## src/rtl/ps2_pkg.sv

```systemverilog
`default_nettype none
// ============================================================================
//  Module      : ps2_pkg
//  Description : Shared types and constants for the PS/2 host transmitter
//                and its neighbouring receiver.
//  Revision    : 1.0  initial release
// ============================================================================
package ps2_pkg;

    // Transmitter sequencing states
    typedef enum logic [2:0] {
        ST_IDLE      = 3'd0,
        ST_INHIBIT   = 3'd1,
        ST_REQ       = 3'd2,
        ST_WAIT_BITS = 3'd3,
        ST_WAIT_IDLE = 3'd4,
        ST_DONE      = 3'd5,
        ST_ERR       = 3'd6
    } ps2_tx_state_t;

    // Host-to-mouse commands
    localparam logic [7:0] CMD_RESET    = 8'hFF;
    localparam logic [7:0] CMD_ENABLE   = 8'hF4;
    localparam logic [7:0] CMD_SET_RATE = 8'hF3;

    // Mouse acknowledge byte
    localparam logic [7:0] RSP_ACK      = 8'hFA;

    // PS/2 frames carry odd parity over the eight data bits
    function automatic logic odd_parity(input logic [7:0] data);
        return ~^data;
    endfunction

endpackage
`default_nettype wire

```

## src/rtl/ps2_host_tx_if.sv

```systemverilog
`default_nettype none
// ============================================================================
//  Module      : ps2_host_tx_if
//  Description : Command handshake plus raw PS/2 pin signals of the host
//                transmitter. slave = transmitter, master = user/bus side.
//  Revision    : 1.0  initial release
// ============================================================================
interface ps2_host_tx_if;

    logic [7:0] Tx_Data;
    logic       Tx_Valid;
    logic       Tx_Ready;
    logic       Tx_Done;
    logic       Tx_Err;
    logic       Rx_Inhibit;
    logic       M_CLK_in;
    logic       M_Dat_in;
    logic       M_CLK_oe;
    logic       M_Dat_oe;

    modport master (
        output Tx_Data, Tx_Valid, M_CLK_in, M_Dat_in,
        input  Tx_Ready, Tx_Done, Tx_Err, Rx_Inhibit, M_CLK_oe, M_Dat_oe
    );

    modport slave (
        input  Tx_Data, Tx_Valid, M_CLK_in, M_Dat_in,
        output Tx_Ready, Tx_Done, Tx_Err, Rx_Inhibit, M_CLK_oe, M_Dat_oe
    );

endinterface
`default_nettype wire

```

## src/rtl/ps2_sync_edge.sv

```systemverilog
`default_nettype none
// ============================================================================
//  Module      : ps2_sync_edge
//  Description : Two-flop synchronizers for the PS/2 clock and data pins and
//                a falling-edge detector on the synchronized clock.
//  Revision    : 1.0  initial release
// ============================================================================
module ps2_sync_edge (
    input  wire logic Clk,
    input  wire logic Rst_n,
    input  wire logic i_clk_pin,
    input  wire logic i_dat_pin,
    output logic      o_clk_sync,
    output logic      o_dat_sync,
    output logic      o_clk_fall
);

    logic r_clk_ff1;
    logic r_clk_ff2;
    logic r_clk_prev;
    logic r_dat_ff1;
    logic r_dat_ff2;

    // Synchronizer chains; reset to the idle (released, high) bus level so
    // leaving reset never looks like a clock fall
    always_ff @(posedge Clk or negedge Rst_n) begin
        if (!Rst_n) begin
            r_clk_ff1  <= 1'b1;
            r_clk_ff2  <= 1'b1;
            r_clk_prev <= 1'b1;
            r_dat_ff1  <= 1'b1;
            r_dat_ff2  <= 1'b1;
        end else begin
            r_clk_ff1  <= i_clk_pin;
            r_clk_ff2  <= r_clk_ff1;
            r_clk_prev <= r_clk_ff2;
            r_dat_ff1  <= i_dat_pin;
            r_dat_ff2  <= r_dat_ff1;
        end
    end

    assign o_clk_sync = r_clk_ff2;
    assign o_dat_sync = r_dat_ff2;
    assign o_clk_fall = r_clk_prev & ~r_clk_ff2;

endmodule
`default_nettype wire

```

## src/rtl/ps2_host_tx.sv

```systemverilog
`default_nettype none
// ============================================================================
//  Module      : ps2_host_tx
//  Description : PS/2 host-to-device transmitter. Inhibits the bus, issues a
//                request-to-send, shifts out data/parity/stop on device clock
//                falls and checks the device acknowledge.
//  Revision    : 1.0  initial release
// ============================================================================
module ps2_host_tx
    import ps2_pkg::*;
#(
    parameter int INHIBIT_CYCLES = 5000,
    parameter int TIMEOUT_CYCLES = 1000000
) (
    input  wire logic      Clk,
    input  wire logic      Rst_n,
    ps2_host_tx_if.slave   bus
);

    localparam int IW = (INHIBIT_CYCLES > 1) ? $clog2(INHIBIT_CYCLES) : 1;
    localparam int TW = (TIMEOUT_CYCLES > 1) ? $clog2(TIMEOUT_CYCLES) : 1;
    localparam logic [IW-1:0] c_INH_LAST = IW'(INHIBIT_CYCLES - 1);
    localparam logic [TW-1:0] c_TO_LAST  = TW'(TIMEOUT_CYCLES - 1);

    ps2_tx_state_t r_state;
    logic [7:0]    r_shift;
    logic          r_parity;
    logic [IW-1:0] r_inh_cnt;
    logic [TW-1:0] r_to_cnt;
    logic [3:0]    r_bit_cnt;
    logic          r_ready;
    logic          r_done;
    logic          r_err;
    logic          r_rx_inhibit;
    logic          r_clk_oe;
    logic          r_dat_oe;

    logic          w_clk_sync;
    logic          w_dat_sync;
    logic          w_clk_fall;
    logic [3:0]    w_bit_next;
    logic          w_timeout;

    ps2_sync_edge u_sync (
        .Clk        (Clk),
        .Rst_n      (Rst_n),
        .i_clk_pin  (bus.M_CLK_in),
        .i_dat_pin  (bus.M_Dat_in),
        .o_clk_sync (w_clk_sync),
        .o_dat_sync (w_dat_sync),
        .o_clk_fall (w_clk_fall)
    );

    // Bit counter saturates rather than wrapping
    assign w_bit_next = (r_bit_cnt == 4'hF) ? 4'hF : r_bit_cnt + 4'd1;
    assign w_timeout  = (r_to_cnt == c_TO_LAST);

    // Transmit sequencer with all outputs registered alongside the state
    always_ff @(posedge Clk or negedge Rst_n) begin
        if (!Rst_n) begin
            r_state      <= ST_IDLE;
            r_shift      <= '0;
            r_parity     <= 1'b0;
            r_inh_cnt    <= '0;
            r_to_cnt     <= '0;
            r_bit_cnt    <= '0;
            r_ready      <= 1'b1;
            r_done       <= 1'b0;
            r_err        <= 1'b0;
            r_rx_inhibit <= 1'b0;
            r_clk_oe     <= 1'b0;
            r_dat_oe     <= 1'b0;
        end else begin
            r_done <= 1'b0;
            r_err  <= 1'b0;
            unique case (r_state)
                ST_IDLE: begin
                    if (bus.Tx_Valid && r_ready) begin
                        r_state      <= ST_INHIBIT;
                        r_shift      <= bus.Tx_Data;
                        r_parity     <= odd_parity(bus.Tx_Data);
                        r_inh_cnt    <= '0;
                        r_clk_oe     <= 1'b1;
                        r_ready      <= 1'b0;
                        r_rx_inhibit <= 1'b1;
                    end
                end
                ST_INHIBIT: begin
                    if (r_inh_cnt == c_INH_LAST) begin
                        r_state  <= ST_REQ;
                        r_dat_oe <= 1'b1;
                    end else begin
                        r_inh_cnt <= r_inh_cnt + 1'b1;
                    end
                end
                ST_REQ: begin
                    // Start bit stays on data while the clock is handed back
                    r_state   <= ST_WAIT_BITS;
                    r_clk_oe  <= 1'b0;
                    r_to_cnt  <= '0;
                    r_bit_cnt <= '0;
                end
                ST_WAIT_BITS: begin
                    if (w_timeout) begin
                        r_state  <= ST_ERR;
                        r_err    <= 1'b1;
                        r_ready  <= 1'b1;
                        r_clk_oe <= 1'b0;
                        r_dat_oe <= 1'b0;
                    end else begin
                        r_to_cnt <= r_to_cnt + 1'b1;
                        if (w_clk_fall) begin
                            r_bit_cnt <= w_bit_next;
                            if (w_bit_next <= 4'd8) begin
                                r_dat_oe <= ~r_shift[0];
                                r_shift  <= {1'b0, r_shift[7:1]};
                            end else if (w_bit_next == 4'd9) begin
                                r_dat_oe <= ~r_parity;
                            end else if (w_bit_next == 4'd10) begin
                                r_dat_oe <= 1'b0;
                            end else if (w_dat_sync) begin
                                // Device left data high: NACK
                                r_state  <= ST_ERR;
                                r_err    <= 1'b1;
                                r_ready  <= 1'b1;
                                r_clk_oe <= 1'b0;
                                r_dat_oe <= 1'b0;
                            end else begin
                                r_state <= ST_WAIT_IDLE;
                            end
                        end
                    end
                end
                ST_WAIT_IDLE: begin
                    if (w_timeout) begin
                        r_state  <= ST_ERR;
                        r_err    <= 1'b1;
                        r_ready  <= 1'b1;
                        r_clk_oe <= 1'b0;
                        r_dat_oe <= 1'b0;
                    end else if (w_clk_sync && w_dat_sync) begin
                        r_state <= ST_DONE;
                        r_done  <= 1'b1;
                        r_ready <= 1'b1;
                    end else begin
                        r_to_cnt <= r_to_cnt + 1'b1;
                    end
                end
                ST_DONE, ST_ERR: begin
                    r_state      <= ST_IDLE;
                    r_rx_inhibit <= 1'b0;
                end
                default: begin
                    r_state      <= ST_IDLE;
                    r_ready      <= 1'b1;
                    r_rx_inhibit <= 1'b0;
                    r_clk_oe     <= 1'b0;
                    r_dat_oe     <= 1'b0;
                end
            endcase
        end
    end

    assign bus.Tx_Ready   = r_ready;
    assign bus.Tx_Done    = r_done;
    assign bus.Tx_Err     = r_err;
    assign bus.Rx_Inhibit = r_rx_inhibit;
    assign bus.M_CLK_oe   = r_clk_oe;
    assign bus.M_Dat_oe   = r_dat_oe;

endmodule
`default_nettype wire

```

## src/flat_wrapper.sv

```systemverilog
// flat-port wrapper written by rule: the top's interface ports become plain ports
module ps2_host_tx_flat import ps2_pkg::*;
#(
    parameter int INHIBIT_CYCLES = 5000,
    parameter int TIMEOUT_CYCLES = 1000000
)
  (Clk, Rst_n, bus_Tx_Data, bus_Tx_Valid, bus_M_CLK_in, bus_M_Dat_in, bus_Tx_Ready, bus_Tx_Done, bus_Tx_Err, bus_Rx_Inhibit, bus_M_CLK_oe, bus_M_Dat_oe);
  ps2_host_tx_if bus_i ();
  input  wire logic Clk;
  input  wire logic Rst_n;
  input wire logic [$bits(bus_i.Tx_Data)-1:0] bus_Tx_Data;
  input wire logic [$bits(bus_i.Tx_Valid)-1:0] bus_Tx_Valid;
  input wire logic [$bits(bus_i.M_CLK_in)-1:0] bus_M_CLK_in;
  input wire logic [$bits(bus_i.M_Dat_in)-1:0] bus_M_Dat_in;
  output wire logic [$bits(bus_i.Tx_Ready)-1:0] bus_Tx_Ready;
  output wire logic [$bits(bus_i.Tx_Done)-1:0] bus_Tx_Done;
  output wire logic [$bits(bus_i.Tx_Err)-1:0] bus_Tx_Err;
  output wire logic [$bits(bus_i.Rx_Inhibit)-1:0] bus_Rx_Inhibit;
  output wire logic [$bits(bus_i.M_CLK_oe)-1:0] bus_M_CLK_oe;
  output wire logic [$bits(bus_i.M_Dat_oe)-1:0] bus_M_Dat_oe;
  assign bus_i.Tx_Data = bus_Tx_Data;
  assign bus_i.Tx_Valid = bus_Tx_Valid;
  assign bus_i.M_CLK_in = bus_M_CLK_in;
  assign bus_i.M_Dat_in = bus_M_Dat_in;
  assign bus_Tx_Ready = bus_i.Tx_Ready;
  assign bus_Tx_Done = bus_i.Tx_Done;
  assign bus_Tx_Err = bus_i.Tx_Err;
  assign bus_Rx_Inhibit = bus_i.Rx_Inhibit;
  assign bus_M_CLK_oe = bus_i.M_CLK_oe;
  assign bus_M_Dat_oe = bus_i.M_Dat_oe;
  ps2_host_tx #(.INHIBIT_CYCLES(INHIBIT_CYCLES), .TIMEOUT_CYCLES(TIMEOUT_CYCLES)) u_core (.Clk(Clk), .Rst_n(Rst_n), .bus(bus_i));
endmodule
```

## config.mk

```make
export PLATFORM = sky130hd
export DESIGN_NAME = ps2_host_tx_flat
export DESIGN_NICKNAME = d
export VERILOG_FILES = /design/src/rtl/ps2_pkg.sv /design/src/rtl/ps2_host_tx_if.sv /design/src/rtl/ps2_sync_edge.sv /design/src/rtl/ps2_host_tx.sv /design/src/flat_wrapper.sv
export SDC_FILE = /design/constraint.sdc
export NUM_CORES = 1
export LEC_CHECK = 0
export ABC_CLOCK_PERIOD_IN_PS = 2410
export CAP_MARGIN = 30
export CORE_MARGIN = 2
export CORE_UTILIZATION = 55
export CTS_BUF_LIST = sky130_fd_sc_hd__clkbuf_4 sky130_fd_sc_hd__clkbuf_8 sky130_fd_sc_hd__clkbuf_16
export DETAILED_ROUTE_END_ITERATION = 12
export HOLD_SLACK_MARGIN = 0.12
export PLACE_DENSITY_LB_ADDON = 0.12
export SETUP_SLACK_MARGIN = 0.1
export SLEW_MARGIN = 0
export SYNTH_ARGS = -nofsm -noshare
export SYNTH_HDL_FRONTEND = slang
export SYNTH_HIERARCHICAL = 1
export SYNTH_SLANG_ARGS = --single-unit
```

## constraint.sdc

```tcl
create_clock -name Clk -period 2.41 [get_ports Clk]
set_input_delay 0.723 -clock Clk [delete_from_list [all_inputs] [get_ports Clk]]
set_output_delay 0.723 -clock Clk [all_outputs]
set_load 0.01 [all_outputs]
```

Yosys cells after proc, flatten, opt, wreduce, memory -nomap -nowiden. Index checks and enable logic that the tools add are counted.

Register bits: 60. Logic and storage cells: 143. Output and inout bits: 6.

Equal/unequal tests: 27. Add/subtract/negate cells: 3. Order comparisons: 1. Reductions and logical operators: 22. Bitwise operators: 8. Mux-type cells: 65.

Operators with widths (count): $mux W20 (3); $pmux W20 S3 (1); $mux W1 (33); $mux W8 (4); $mux W3 (9); $mux W13 (2); $pmux W13 S2 (1); $add A20 B1 Y20 const B (1); $eq A20 B20 Y1 const B (1); $pmux W8 S2 (1); $reduce_and A8 Y1 (2); $ne A3 B2 Y1 const B (5); $pmux W3 S5 (1); $add A13 B1 Y13 const B (1); $eq A13 B13 Y1 const B (1); $eq A4 B4 Y1 const B (3); $mux W4 (3); $pmux W1 S4 (3); $reduce_or A4 Y1 (3); $ne A2 B2 Y1 const B (5); $reduce_and A5 Y1 (2); $eq A3 B3 Y1 const B (3); $ne A2 B1 Y1 const B (4); $pmux W4 S2 (1); other kinds (20) (33).

Logic depth before layout (Yosys ltp).
Depth in word-level cells: 9. Mapped depth: 9. Mapped depth without buffers: 8.

Hierarchy. Netlist, hierarchy kept.

By module, submodules not included: ps2_host_tx (seq. area each 1377.6 um^2, times used 1, cells each 355, area an instance 3291.9 um^2); ps2_sync_edge (seq. area each 131.4 um^2, times used 1, cells each 6, area an instance 145.1 um^2).

Least setup slack after synthesis. OpenSTA, ideal clock, no wires.

Kind: register -> register. From: reg u_core.r_bit_cnt[0]. To: reg u_core.r_shift[2]. Path buffers: 1. Arrival: 2.049 ns. Setup time: 0.082 ns. Cell stages (with the launch flop): 10. Period minus slack after synthesis: 2.130 ns. Path slack: 0.280 ns. Cell sequence: dfrtp_1 > inv_1 > ha_1 > or2_2 > a211oi_2 > o21ai_0 > a22oi_2 > buf_4 > nor2_1 > a31oi_1.

Cells in the longest elaborated chain, start to end: 5.

Ends and longest elaborated chain: start, declared (line ps2_host_tx.sv:30) `logic [3:0] r_bit_cnt;`; start signal, assigned (line ps2_host_tx.sv:113) `r_bit_cnt <= w_bit_next;`; $add A4 B1 Y4 or $eq A4 B4 Y1 (tied branches) (line ps2_host_tx.sv:55) `assign w_bit_next = (r_bit_cnt == 4'hF) ? 4'hF : r_bit_cnt + 4'd1;`; $mux W4 * (line ps2_host_tx.sv:55); $le A4 B4 Y1 * (line ps2_host_tx.sv:114) `if (w_bit_next <= 4'd8) begin`; $ne A2 B1 Y1 (no line) *; $reduce_and A5 Y1 (no line) *; end signal, assigned (line ps2_host_tx.sv:80) `r_shift <= bus.Tx_Data;`; end signal, assigned (line ps2_host_tx.sv:116) `r_shift <= {1'b0, r_shift[7:1]};`; end, declared (line ps2_host_tx.sv:26) `logic [7:0] r_shift;`.

Mark *: on every way between the ends. The rest lies on a longest branch, timed or not. A chain may end at the register's enable or synchronous reset.

Worst setup path in the final report.
From: reg u_core.r_bit_cnt[1]. To: reg u_core.r_ready, in the netlist u_core/bus.Tx_Ready.

Cells in the longest elaborated chain, start to end: 5.

Ends and longest elaborated chain: $add A4 B1 Y4 or $eq A4 B4 Y1 (tied branches) (line ps2_host_tx.sv:55); $mux W4 * (line ps2_host_tx.sv:55); $le A4 B4 Y1, or another cell as far along (line ps2_host_tx.sv:114); $ne A3 B2 Y1 (no line); $reduce_and A8 Y1 (no line) *; end signal, assigned (line ps2_host_tx.sv:67) `r_ready <= 1'b1;`; end signal, assigned (line ps2_host_tx.sv:107) `r_ready <= 1'b1;`; end signal, assigned (line ps2_host_tx.sv:125) `r_ready <= 1'b1;`; end, declared (line ps2_host_tx.sv:31) `logic r_ready;`.

Marks and branches as above.

==> metrics.md <==
| Metric | Value |
|---|---|
| Sequential Area | `1509 sq um` |
| Crit-path max FO | `3` |
| Pwr Density | `516.1 nW/um^2` |
| Routed wire length | `7.536 mm` |
| Gr usage total | `a little under a quarter` |
| Clock Power Share | `a little under half` |
| RSZ-0062 raised after global routing | `yes` |
| Routability cong. | `0.8148` |
| F_max | `approximately 450 MHz` |
| Synth Warn # | `6` |
| I/O Buffers | `18` |
| Reg-to-reg setup timing slack | `190 ps` |
| CP max-delay cell | `dfrtp_1` |
| CP max stage delay | `390 ps` |
| Sw frac | `20.67%` |
| Comb power frac | `3.9%` |
| CTS sink count | `60` |
| Fin. Hold Viols | `0` |
| Drt initial violations | `227` |
| Clk_lat worst skew | `340 ps` |
| Final min period | `2221 ps` |
| CP required | `about 2700 ps` |
| CTS tree | `yes` |
| Reg-to-reg startpoint | `u_core/r_bit_cnt[1]$_DFFE_PN0P_` |
| Synth top area share | `39.32%` |
| Antenna violations before repair | `0` |
| Internal | `about 1.7 mW` |
| Footprint of the multi-input gates | `1837 sq um` |
| Sequential Power Share | `48.4%` |
| Placed inst area | `3827 sq um` |
| # Max-Cap Violations | `0` |
| EDFF count, synth | `0` |
| Post-synth top area cell | `dfrtp_1` |
| Commonest non-fill, non-tap cell in the layout | `dfrtp_1` |
| Drt first pass iters | `4` |
| Clk slew on worst S/H paths | `roughly 70 ps` |
| N_diodes | `0` |
| Leakage | `1.660 nW` |
| Delay-heaviest family, CP | `compound AO/OA/AOI/OAI gates` |
| #FFs+latches synth | `60` |
| Synth area leaders | `dfrtp_1 39%, nor2_1 4.8%, nand2_1 4.7%, dfstp_2 4.6%, nand3_1 4.1%` |
| # setup viols final | `0` |
| Clk Tree Root Cell | `clkbuf_8` |
| H-tree Lvls | `3` |
| Placeable Area | `5991 sq um` |
| Die Wd | `a little over 80 microns` |
| Commonest non-fill, non-tap cells in the layout | `54 x dfrtp_1, 44 x nor2_1, 43 x nand2_1` |
| R2R cell count | `9` |
| Sw power | `0.4354 mW` |
| Average size of a mapped cell | `roughly 9.5 sq um` |
| Crit Path Category | `flop to flop` |
| Yosys cell types | `71` |
| Mapped cell area | `3437 sq um` |
| Core Util, Final | `68.13%` |
| Gr ovfl total | `0` |
| Detail Placement HPWL | `5.277 mm` |
| WL per Instance | `15.67 microns` |
| Via count | `2758` |
| I/O pin total | `19` |
| Dpl cells | `464` |
| Slew Viols, Final | `0` |
| Syn nets | `about 380` |
| TritonCTS Buffers | `9` |
| Layout Nets | `around 420` |
| CP Launch Point | `u_core/r_bit_cnt[1]$_DFFE_PN0P_` |
| Ys async rst share | `100.0%` |
| Main synth FF type | `dfrtp_1` |
| Startpoint Class | `flop` |
| Max Clock Skew | `8.018 ps` |
| Initial core utilization | `between 50% and 60%` |
| Critical path, cell by cell | `inv_2 -> ha_4 -> or2_2 -> a211oi_4 -> nor4b_1 -> buf_4 -> a211o_1 -> a32oi_1 -> o21ai_1` |
| Fin crit share | `92.14%` |
| Slew HR | `65.74%` |
| Fin cells | `481` |
| RR Endpoint | `u_core/bus.Tx_Ready$_DFFE_PN1P_` |
| First-pass GRT wire length | `12.59 mm` |
| Fillers | `509` |
| Peak supply drop | `slightly above 0.0004 V` |
| Vias in the first global route | `2570` |
| Slew of the pin with the lowest slew margin | `around 500 ps` |
| Die footprint | `6897 sq um` |
| Buffers & Inverters on Critical Path | `2` |
| Final Cell Area | `4081 sq um` |
| Critical path arrival | `2470 ps` |
| Min-delay worst type | `input port to async pin` |
| Clock buffer depth | `2` |
| Syn-to-layout area delta | `18.75%` |
| Crit path capture type | `flop` |
| Largest net degree at the start of global routing | `27` |
| Post-route DRC | `0` |
| Post-Syn Instances | `approximately 360` |
| Post-synthesis sequential area ratio | `43.90%` |
| DIE HEIGHT | `83.05 microns` |
| Std cell rows | `28` |
| Layout cells sized above 1 | `20.44%` |
| Via density | `5.734` |
| Status | `finished, final reports clean` |
| Post-route ant nets | `0` |
==> power groups by stage <==
stage | clock [mW] | sequential [mW] | combinational, mW
floorplan | 0 | 1.04 | 0.0280
global placement | 0 | 1.04 | 0.0821
detailed placement | 0 | 1.04 | 0.0830
CTS | 1.03 | 1.02 | 0.0837
global route | 1.07 | 1.02 | 0.0906
finish | 1.01 | 1.02 | 0.0817
==> synthesized netlist by cell type, types with 7 or more instances <==
cell and instances:
dfrtp_1 54, nor2_1 44, nand2_1 43, nand3_1 28, o21ai_0 17, xor2_1 15, a21oi_1 14, xnor2_1 13
inv_1 9, clkbuf_1 8, a31oi_1 7
==> sequential cells by signal (all words and copies together), names as in the netlist, 3 cells and up <==
name / count
u_core/r_inh_cnt: 13
u_core/r_to_cnt: 20
u_core/r_state: 3
u_core/r_shift: 8
u_core/r_bit_cnt: 4
==> area by class of cell <==
cell class	instances	share of cell area, %
Timing Repair Buffer	43	9.503
Multi-Input combinational cell	278	45.00
Sequential cell	60	36.97
Clock inverter	5	1.839
Tap cell	75	2.299
Inverter	9	0.8277
Clock buffer	11	3.556
==> per-layer routing <==
metal	share of wire, %	track usage (%)	vias to the layer above
li1	-	-	1361
met1	50	33.10	1344
met2	46	33.72	42
met3	2.1	3.877	11
met4	1.3	8.048	0
met5	0	0	-
==> worst max path at each step <==
stage	endpoint	slack, ps	cells past startpoint
6_report	u_core/bus.Tx_Ready$_DFFE_PN1P_	190	9
5_1_grt	u_core/bus.Tx_Ready$_DFFE_PN1P_	50	9
4_1_cts	u_core/bus.Tx_Ready$_DFFE_PN1P_	130	9
3_5_place_dp	u_core/r_shift[0]$_DFFE_PN0P_	-40	8
3_3_place_gp	u_core/r_inh_cnt[12]$_DFFE_PN0P_	-3	7
2_1_floorplan	u_core/r_shift[2]$_DFFE_PN0P_	280	9
==> through the flow <==
| stage | TNS (ps) | hold WS (ps) | setup WS [ps] | total power [mW] |
|---|---|---|---|---|
| floorplan | 0 | 345.2 | 279.6 | 1.064 |
| global placement | -3.345 | 346.6 | -3.345 | 1.119 |
| detailed placement | -125.0 | 347.2 | -37.84 | 1.120 |
| CTS | 0 | 308.4 | 132.3 | 2.128 |
| global route | 0 | 330.0 | 52.15 | 2.177 |
| finish | 0 | 303.3 | 189.4 | 2.106 |
==> cell families (layout without fill, tap and decap cells) <==
kind of cell | Yosys count | count (layout) | share of synthesized area [%]
multiplexers | 4 | 4 | 1.274
AO/OA/AOI/OAI | 73 | 73 | 16.86
flip-flops | 60 | 60 | 43.90
XOR/XNOR | 28 | 28 | 7.135
adder cells (fa/ha/maj) | 5 | 5 | 1.820
AND/OR/NAND/NOR | 168 | 168 | 25.59
buffers and inverters | 23 | 68 | 3.422
==> repair_timing <==
action                                  4_1_cts  5_1_grt
hold buffers                                  0        0
gates resized for setup                       1        6
setup buffers                                 0        1
pin swaps                                     1        3
endpoints found under the setup margin        1        5
No activity file was read; power rests on OpenSTA's default activity.
